## config.mk

```make
export PLATFORM = sky130hd
export DESIGN_NAME = wbchk_fifo
export DESIGN_NICKNAME = d
export VERILOG_FILES = /design/src/rtl/wbchk_fifo.sv
export SDC_FILE = /design/constraint.sdc
export NUM_CORES = 1
export LEC_CHECK = 0
export CAP_MARGIN = 40
export CORE_AREA = 2 2 166 184
export CTS_BUF_LIST = sky130_fd_sc_hd__clkbuf_4
export CTS_CLUSTER_DIAMETER = 50
export CTS_CLUSTER_SIZE = 12
export DETAILED_ROUTE_END_ITERATION = 16
export DIE_AREA = 0 0 168 186
export PLACE_DENSITY_LB_ADDON = 0.2
export SYNTH_ARGS = -nofsm -noshare
export SYNTH_HDL_FRONTEND = slang
export SYNTH_SLANG_ARGS = --single-unit
```

## constraint.sdc

```tcl
create_clock -name clk -period 5.11 [get_ports clk]
set_input_delay 1.2775 -clock clk [delete_from_list [all_inputs] [get_ports clk]]
set_output_delay 1.2775 -clock clk [all_outputs]
set_load 0.05 [all_outputs]
```

## src/rtl/wbchk_fifo.sv

```systemverilog
// Trace FIFO: up to NPUSH pushes per cycle packed in ascending lane order, one pop per cycle.
// A push is visible at the head one edge later; a cycle whose pushes do not all fit is dropped whole.
module wbchk_fifo #(
    parameter int W     = 37,
    parameter int DEPTH = 8,
    parameter int NPUSH = 2
) (
    input  logic               clk,
    input  logic               reset,
    input  logic               flush,
    input  logic [NPUSH-1:0]   pushEn,
    input  logic [NPUSH*W-1:0] pushDat,
    output logic               dropped,
    output logic               headVld,
    input  logic               popRdy,
    output logic [W-1:0]       headDat
);
    localparam int PTR_W = $clog2(DEPTH);
    localparam int CNT_W = PTR_W + 1;

    logic [W-1:0]     mem [DEPTH];
    logic [PTR_W-1:0] wrPtr, rdPtr;
    logic [CNT_W-1:0] count, nPush, space;
    logic [PTR_W-1:0] slot [NPUSH];
    logic             pop, accept;

    // Each enabled lane lands after the enabled lanes below it.
    always_comb begin
        nPush = '0;
        for (int p = 0; p < NPUSH; p++) begin
            slot[p] = wrPtr + nPush[PTR_W-1:0];
            nPush   = nPush + CNT_W'(pushEn[p]);
        end
    end

    assign headVld = (count != '0);
    assign headDat = mem[rdPtr];
    assign pop     = headVld && popRdy;
    assign space   = CNT_W'(DEPTH) - count + CNT_W'(pop);
    assign accept  = (nPush <= space);
    assign dropped = (nPush != '0) && !accept;

    always_ff @(posedge clk or negedge reset) begin
        if (!reset) begin
            wrPtr <= '0;
            rdPtr <= '0;
            count <= '0;
        end else if (flush) begin
            wrPtr <= '0;
            rdPtr <= '0;
            count <= '0;
        end else begin
            if (pop)
                rdPtr <= rdPtr + PTR_W'(1);
            if (accept)
                wrPtr <= wrPtr + nPush[PTR_W-1:0];
            count <= count + (accept ? nPush : CNT_W'(0)) - CNT_W'(pop);
        end
    end

    always_ff @(posedge clk) begin
        if (accept && !flush) begin
            for (int p = 0; p < NPUSH; p++)
                if (pushEn[p])
                    mem[slot[p]] <= pushDat[p*W +: W];
        end
    end
endmodule

```

==> out/qor.txt, run 1 <==
=================================================================================
Area of the core ...................................................  29300 sq um
Run status ......................................................... complete, no violations
Layout cells sized above 1 .........................................        49.4%
TritonCTS clock tree ...............................................        built
Post-Synthesis Mean Instance Area ..................................   18.2 sq um
Primary FF master, synth ...........................................     edfxtp_1
Power density cells ................................................  441 nW/um^2
Vias after detailed routing ........................................         8595
Area used by multi-input combinational logic .......................   6460 sq um
First-pass GRT wire length .........................................      53.6 mm
Maximum clock insertion buffer count ...............................            3
Post-synth EDFFs ...................................................          296
Cell-internal power ................................................      5.06 mW
Number of cells traversed by the worst hold path ...................            2
Portion of total power attributed to combinational logic ...........        44.1%
Antenna violations before repair ...................................            5
Setup_tns ..........................................................         0 ps
Number of cell instances on the worst register-to-register path ....           16
Startpoint of the tightest hold check path .........................     wrPtr[0]
R2R Path Start .....................................................     count[3]
Die width ..........................................................       168 um
I/O Pins ...........................................................          119
End point of the worst hold path ...................................     wrPtr[0]
Min-delay worst type ............................................... register to register
Worst vdd ir .......................................................     0.396 mV
Part of the cycle the worst path needs .............................        95.1%
Final setup skew ...................................................      21.8 ps
Number of optimization iterations in the first detailed-route pass .            5
Sw Ratio ...........................................................        36.8%
Standard-cell row count ............................................           66
Flip-flop and latch count after synthesis ..........................          306
Total setup violations reported at the end of the flow .............            0
Non-filler instance count after layout .............................         1405
Fin. max-slew vios .................................................            0
Total net switching power ..........................................      2.95 mW
Instance count of the mapped netlist ...............................          875
Effective utilization at floorplan .................................        54.3%
Capture point of the worst reg-to-reg path .........................   mem[3][24]
Final Routed Wirelength ............................................      35.2 mm
Routability-driven placement congestion ratio ......................        0.766
CTS root buf .......................................................     clkbuf_4
Clock group share of total power ...................................        14.5%
Number of warnings printed during yosys synthesis ..................            0
Post-CTS Hold Buffers ..............................................            0
GRT Resource Usage Total ...........................................        22.8%
HPWL after DPL .....................................................      20.1 mm
Arrival time reported for the critical path endpoint ...............      3580 ps
Relative max-transition margin .....................................        53.5%
Req. time, crit path ...............................................      3830 ps
Number of clock sinks seen by CTS ..................................          306
Netlist area before placement ......................................  15900 sq um
Type of destination of the critical path ...........................  output port
Via count of the first global-routing pass .........................         8918
Min cycle time layout ..............................................      4860 ps
Count of unique library cells instantiated by Yosys ................           39
Total congestion overflow ..........................................            0
Syn_nets ...........................................................          973
Maxcap violations ..................................................            0
Post-layout net count ..............................................         1111
Sequential standard cell area ......................................   9150 sq um
GR Layer Usage met3 ................................................        2.89%
Flop-to-flop setup slack ...........................................      1310 ps
Part of the power in registers .....................................        41.4%
Slew at the pin with the worst max-slew slack ......................       698 ps
Reported leakage power .............................................      5.99 nW
GRT busiest layer ..................................................         met2
Pin count of the biggest net entering global routing ...............           47
Worst-path fanout max ..............................................            4
Count of buffers inserted at the top-level ports ...................          118
Most frequent cells in the layout .................................. mux2_2 (309), edfxtp_1 (296), clkdlybuf4s50_1 (117)
FMAX ...............................................................      206 MHz
Final Power ........................................................      8.01 mW
Most common cell after layout, fill and taps aside .................       mux2_2
Layout-stage area growth over the synthesis result .................        14.3%
Number of hold violations in the final report ......................            0
Grt met1 use .......................................................        31.6%
Worst-Skew Late Latency ............................................       730 ps
Global-route track usage on met2 ...................................        39.2%
Die Outline Area ...................................................  31200 sq um
RSZ-0062 raised after global routing ...............................           no
Startpoint class of the critical path ..............................     register
H-tree lvl count ...................................................            1
Height of the die ..................................................       186 um
Avg WL per Cell ....................................................      25.0 um
Starting DRT DRC Count .............................................          518
DR DRC count .......................................................            0
Async set or reset register ratio after synthesis ..................        3.27%
Cell count after placement .........................................         1354
Count of antenna-violating nets left after detailed routing ........            0
Avg Vias per Cell ..................................................         6.12
Num CTS Buffers ....................................................           30
Number of fillers in the final layout ..............................         2182
Share of the yosys chip area belonging to registers ................        57.4%
Setup Crit Path Kind ............................................... register to output port
Clock transition at path regs ......................................       120 ps
=================================================================================
-- kinds of logic after synthesis --
family                   share of synthesized area, %
flip-flops                                       57.4
multiplexers                                     34.4
AND/OR/NAND/NOR                                  1.78
XOR/XNOR                                        0.440
adder cells (fa/ha/maj)                          1.51
buffers and inverters                            2.55
AO/OA/AOI/OAI                                    1.89
-- stage by stage --
step | area, sq um | utilization, % | hold slack, ps | setup slack, ps
2_1_floorplan | 15900 | - | 607 | -44.7
3_3_place_gp | 17800 | 60.7 | 677 | 271
3_5_place_dp | 17800 | 60.7 | 694 | 221
4_1_cts | 18200 | 61.9 | 714 | 13.0
5_1_grt | 18200 | 62.0 | 747 | 14.9
6_report | 18200 | 62.0 | 705 | 249
-- power by group through the flow --
stage | clock (mW) | sequential [mW] | combinational [mW]
after floorplan | 0 | 3.29 | 2.50
after global placement | 0 | 3.38 | 3.51
after detailed placement | 0 | 3.38 | 3.54
after CTS | 1.20 | 3.32 | 3.56
after global routing | 1.28 | 3.35 | 3.75
final | 1.16 | 3.32 | 3.53
-- cells in the mapped netlist, types with 6 or more instances --
cell | count | share of area (%)
inv_1 | 14 | 0.33
buf_2 | 11 | 0.35
clkbuf_1 | 13 | 0.31
o311ai_4 | 8 | 1.3
a22oi_1 | 6 | 0.28
buf_6 | 19 | 1.3
mux2_4 | 10 | 0.94
mux2_1 | 14 | 0.99
mux2_2 | 309 | 22
mux4_2 | 74 | 10
edfxtp_1 | 296 | 56
dfrtp_1 | 10 | 1.6
nor2_1 | 16 | 0.38
ha_1 | 16 | 1.3
nand2_1 | 7 | 0.17
-- critical path: stages (launching register included) --
cell and delay (ps):
dfrtp_1 380, inv_1 110, ha_1 160, or3b_4 390, nand2_1 100, ha_1 180
inv_1 50, ha_1 260, inv_1 40, ha_1 290, nor2b_2 140, o21ai_2 60
or3_4 380, nor2_2 150, buf_6 170
-- timing repair --
| item | 4_1_cts | 5_1_grt |
|---|---|---|
| endpoints found under the hold margin | 0 | 0 |
| endpoints found under the setup margin | 1 | 1 |
| buffers inserted | 1 | 0 |
| resized for setup | 1 | 4 |
| pin swaps | 0 | 1 |
-- metal layers --
layer / part of all wire (%) / vias up
met3: 5.1 / 45
met2: 50 / 228
met4: 1.6 / 2
li1: - / 3844
met5: 0.043 / -
met1: 44 / 4476
-- how the worst max path moves through the flow --
stage,startpoint,end,slack [ps],cells past startpoint
after floorplan,count[2],mem[2][0],-40,14
final,count[3],dropped,250,14
after CTS,count[3],dropped,10,14
after detailed placement,popRdy,dropped,220,12
after global routing,count[3],dropped,10,14
after global placement,popRdy,dropped,270,12
-- layout make-up --
type / count / area share, %
flip-flops and latches: 306 / 50.3
multi-input cells: 505 / 35.5
repair buffers: 156 / 9.38
well taps: 374 / 2.57
clock buffers: 42 / 1.73
inverters: 14 / 0.289
clock inverters: 4 / 0.124
diodes: 4 / 0.0551
-- state kept, by name, summed over array words and instances, names as in the netlist --
register	flops
count	4
rdPtr	3
wrPtr	3
mem	296
(Power assumes the default switching activity.)
==> run 2: changes to the inputs <==
Settings changed: CTS_BUF_LIST sky130_fd_sc_hd__clkbuf_4 to sky130_fd_sc_hd__clkbuf_2.
==> out/qor.txt, run 2 (same netlist as run 1, synthesis figures left out) <==
=================================================================================
Run status ......................................................... complete, no violations
Final setup skew ...................................................      74.9 ps   +53.1 ps
I/O Pins ...........................................................          119   unchanged
Layout cells sized above 1 .........................................        50.2%   +0.83 points
Setup Crit Path Kind ............................................... register to output port
Starting DRT DRC Count .............................................          508   -1.9%
Most frequent cells in the layout .................................. mux2_2 (309), edfxtp_1 (296), clkdlybuf4s50_1 (117)
Via count of the first global-routing pass .........................         8945   +0.30%
Number of hold violations in the final report ......................            0   unchanged
Worst-path fanout max ..............................................            2   -2
CTS root buf .......................................................     clkbuf_2
Slew at the pin with the worst max-slew slack ......................       693 ps   -4.47 ps
Minimum setup slack after placement ................................       221 ps   unchanged
Reported leakage power .............................................      6.02 nW   +0.54%
Area of the core ...................................................  29300 sq um   unchanged
Min-delay worst type ............................................... input pin to async pin
Vias after detailed routing ........................................         8593   -0.023%
Die width ..........................................................       168 um   unchanged
Clock transition at path regs ......................................       210 ps   +90 ps
H-tree lvl count ...................................................            1   unchanged
Final Routed Wirelength ............................................      35.5 mm   +0.86%
Worst-Skew Late Latency ............................................       930 ps   +200 ps
Arrival time reported for the critical path endpoint ...............      3650 ps   +70 ps
Pin count of the biggest net entering global routing ...............           47   unchanged
Antenna violations before repair ...................................            6   +1
Number of cell instances on the worst register-to-register path ....           21   +5
Standard-cell row count ............................................           66   unchanged
Flop-to-flop setup slack ...........................................      1290 ps   -20 ps
Min cycle time layout ..............................................      4930 ps   +68.3 ps
Num CTS Buffers ....................................................           30   unchanged
Worst vdd ir .......................................................     0.417 mV   +5.2%
Worst hold slack ...................................................       646 ps   -59.2 ps
Avg Vias per Cell ..................................................         6.08   -0.66%
Type of destination of the critical path ...........................  output port
GRT Resource Usage Total ...........................................        22.9%   +0.061 points
Layout-stage area growth over the synthesis result .................        14.4%
Total setup violations reported at the end of the flow .............            0   unchanged
Effective utilization at floorplan .................................        54.3%   unchanged
Routability-driven placement congestion ratio ......................        0.766   unchanged
Fin. max-slew vios .................................................            0   unchanged
FMAX ...............................................................      203 MHz   -1.4%
Final core area utilization ........................................        62.1%   +0.068 points
Req. time, crit path ...............................................      3830 ps   about the same
Most common cell after layout, fill and taps aside .................       mux2_2
Avg WL per Cell ....................................................      25.1 um   +0.21%
Height of the die ..................................................       186 um   unchanged
Maxcap violations ..................................................            0   unchanged
Maximum clock insertion buffer count ...............................            3   unchanged
Area after detailed placement ......................................  17800 sq um   unchanged
Die Outline Area ...................................................  31200 sq um   unchanged
Power density cells ................................................  437 nW/um^2   -0.89%
Number of fillers in the final layout ..............................         2185   +0.14%
First-pass GRT wire length .........................................      53.6 mm   about the same
Number of clock sinks seen by CTS ..................................          306   unchanged
Relative max-transition margin .....................................        53.6%   +0.15 points
Setup_tns ..........................................................         0 ps   unchanged
TritonCTS clock tree ...............................................        built
Post-layout net count ..............................................         1118   +0.63%
Total congestion overflow ..........................................            0   unchanged
Count of buffers inserted at the top-level ports ...................          118   unchanged
Count of antenna-violating nets left after detailed routing ........            0   unchanged
Post-route cell area ...............................................  18200 sq um   +0.11%
DR DRC count .......................................................            0   unchanged
Part of the cycle the worst path needs .............................        96.5%   +1.3 points
Number of optimization iterations in the first detailed-route pass .            4   -1
Startpoint class of the critical path ..............................     register
Number of flip-flops under the largest register name ...............          296   unchanged
Worst setup slack after layout .....................................       181 ps   -68.3 ps
HPWL after DPL .....................................................      20.1 mm   unchanged
=================================================================================
## run 2: cell types whose count changed in the layout (fill, tap and decap cells not counted), sizes merged
cell   delta
buf       +7
diode     +2
## run 2: final timing paths
kind,end,start
setup / recovery,dropped,count[2]
hold / removal,wrPtr[0],reset
setup reg to reg,count[3],count[2]
hold reg to reg,wrPtr[0],wrPtr[0]
max in group asynchronous,rdPtr[0],reset
min in group clk,wrPtr[0],wrPtr[0]
## run 2: critical path, cell delays in order (launching register included)
cell     delay [ps]
dfrtp_1         440
inv_2            70
ha_1            130
or3b_4          400
nand2_4          90
ha_4            130
inv_1            40
ha_1            250
inv_1            60
ha_4            260
nor2b_4         120
o21ai_2          60
or3_4           400
nor2_4          100
buf_6           160
## run 2: stage by stage
step           instances  power [mW]
2_1_floorplan        875        5.79
3_3_place_gp        1354        6.89
3_5_place_dp        1354        6.92
4_1_cts             1402        7.95
5_1_grt             1412        8.33
6_report            1414        7.95
## run 2: report_power, final
group / internal, mW / leakage [nW] / switching [mW]
Combinational: 1.59 / 3.02 / 2.07
Sequential: 3.16 / 2.81 / 0.121
Clock: 0.219 / 0.188 / 0.783
Total: 4.97 / 6.02 / 2.98
## run 2: area by class of cell
cell class / count / area, sq um / area share [%]
Multi-Input combinational cell: 505 / 6500 / 35.7
Timing Repair Buffer: 163 / 1780 / 9.80
Clock inverter: 4 / 22.5 / 0.124
Inverter: 14 / 52.6 / 0.289
Sequential cell: 306 / 9150 / 50.3
Antenna cell: 6 / 15.0 / 0.0825
Tap cell: 374 / 468 / 2.57
Clock buffer: 42 / 210 / 1.15
## run 2: what timing repair did
action / CTS / global route
hold buffers: 0 / 0
pin swaps: 1 / 2
endpoints found under the setup margin: 1 / 2
gates resized for setup: 9 / 5
setup buffers: 2 / 6
## run 2: per-layer routing
layer  wire (um)  track usage, %  up-vias
met4         621            5.08        2
met2       17500            39.2      215
li1            -               -     3850
met5          15               0        -
met1       15600            31.6     4480
met3        1660            3.08       46
==> run 3: changes to the inputs <==
Settings changed: ABC_CLOCK_PERIOD_IN_PS set to 5110.
==> results of run 3 <==
Same layout as run 2: the final DEF is identical, and so are final timing and power.
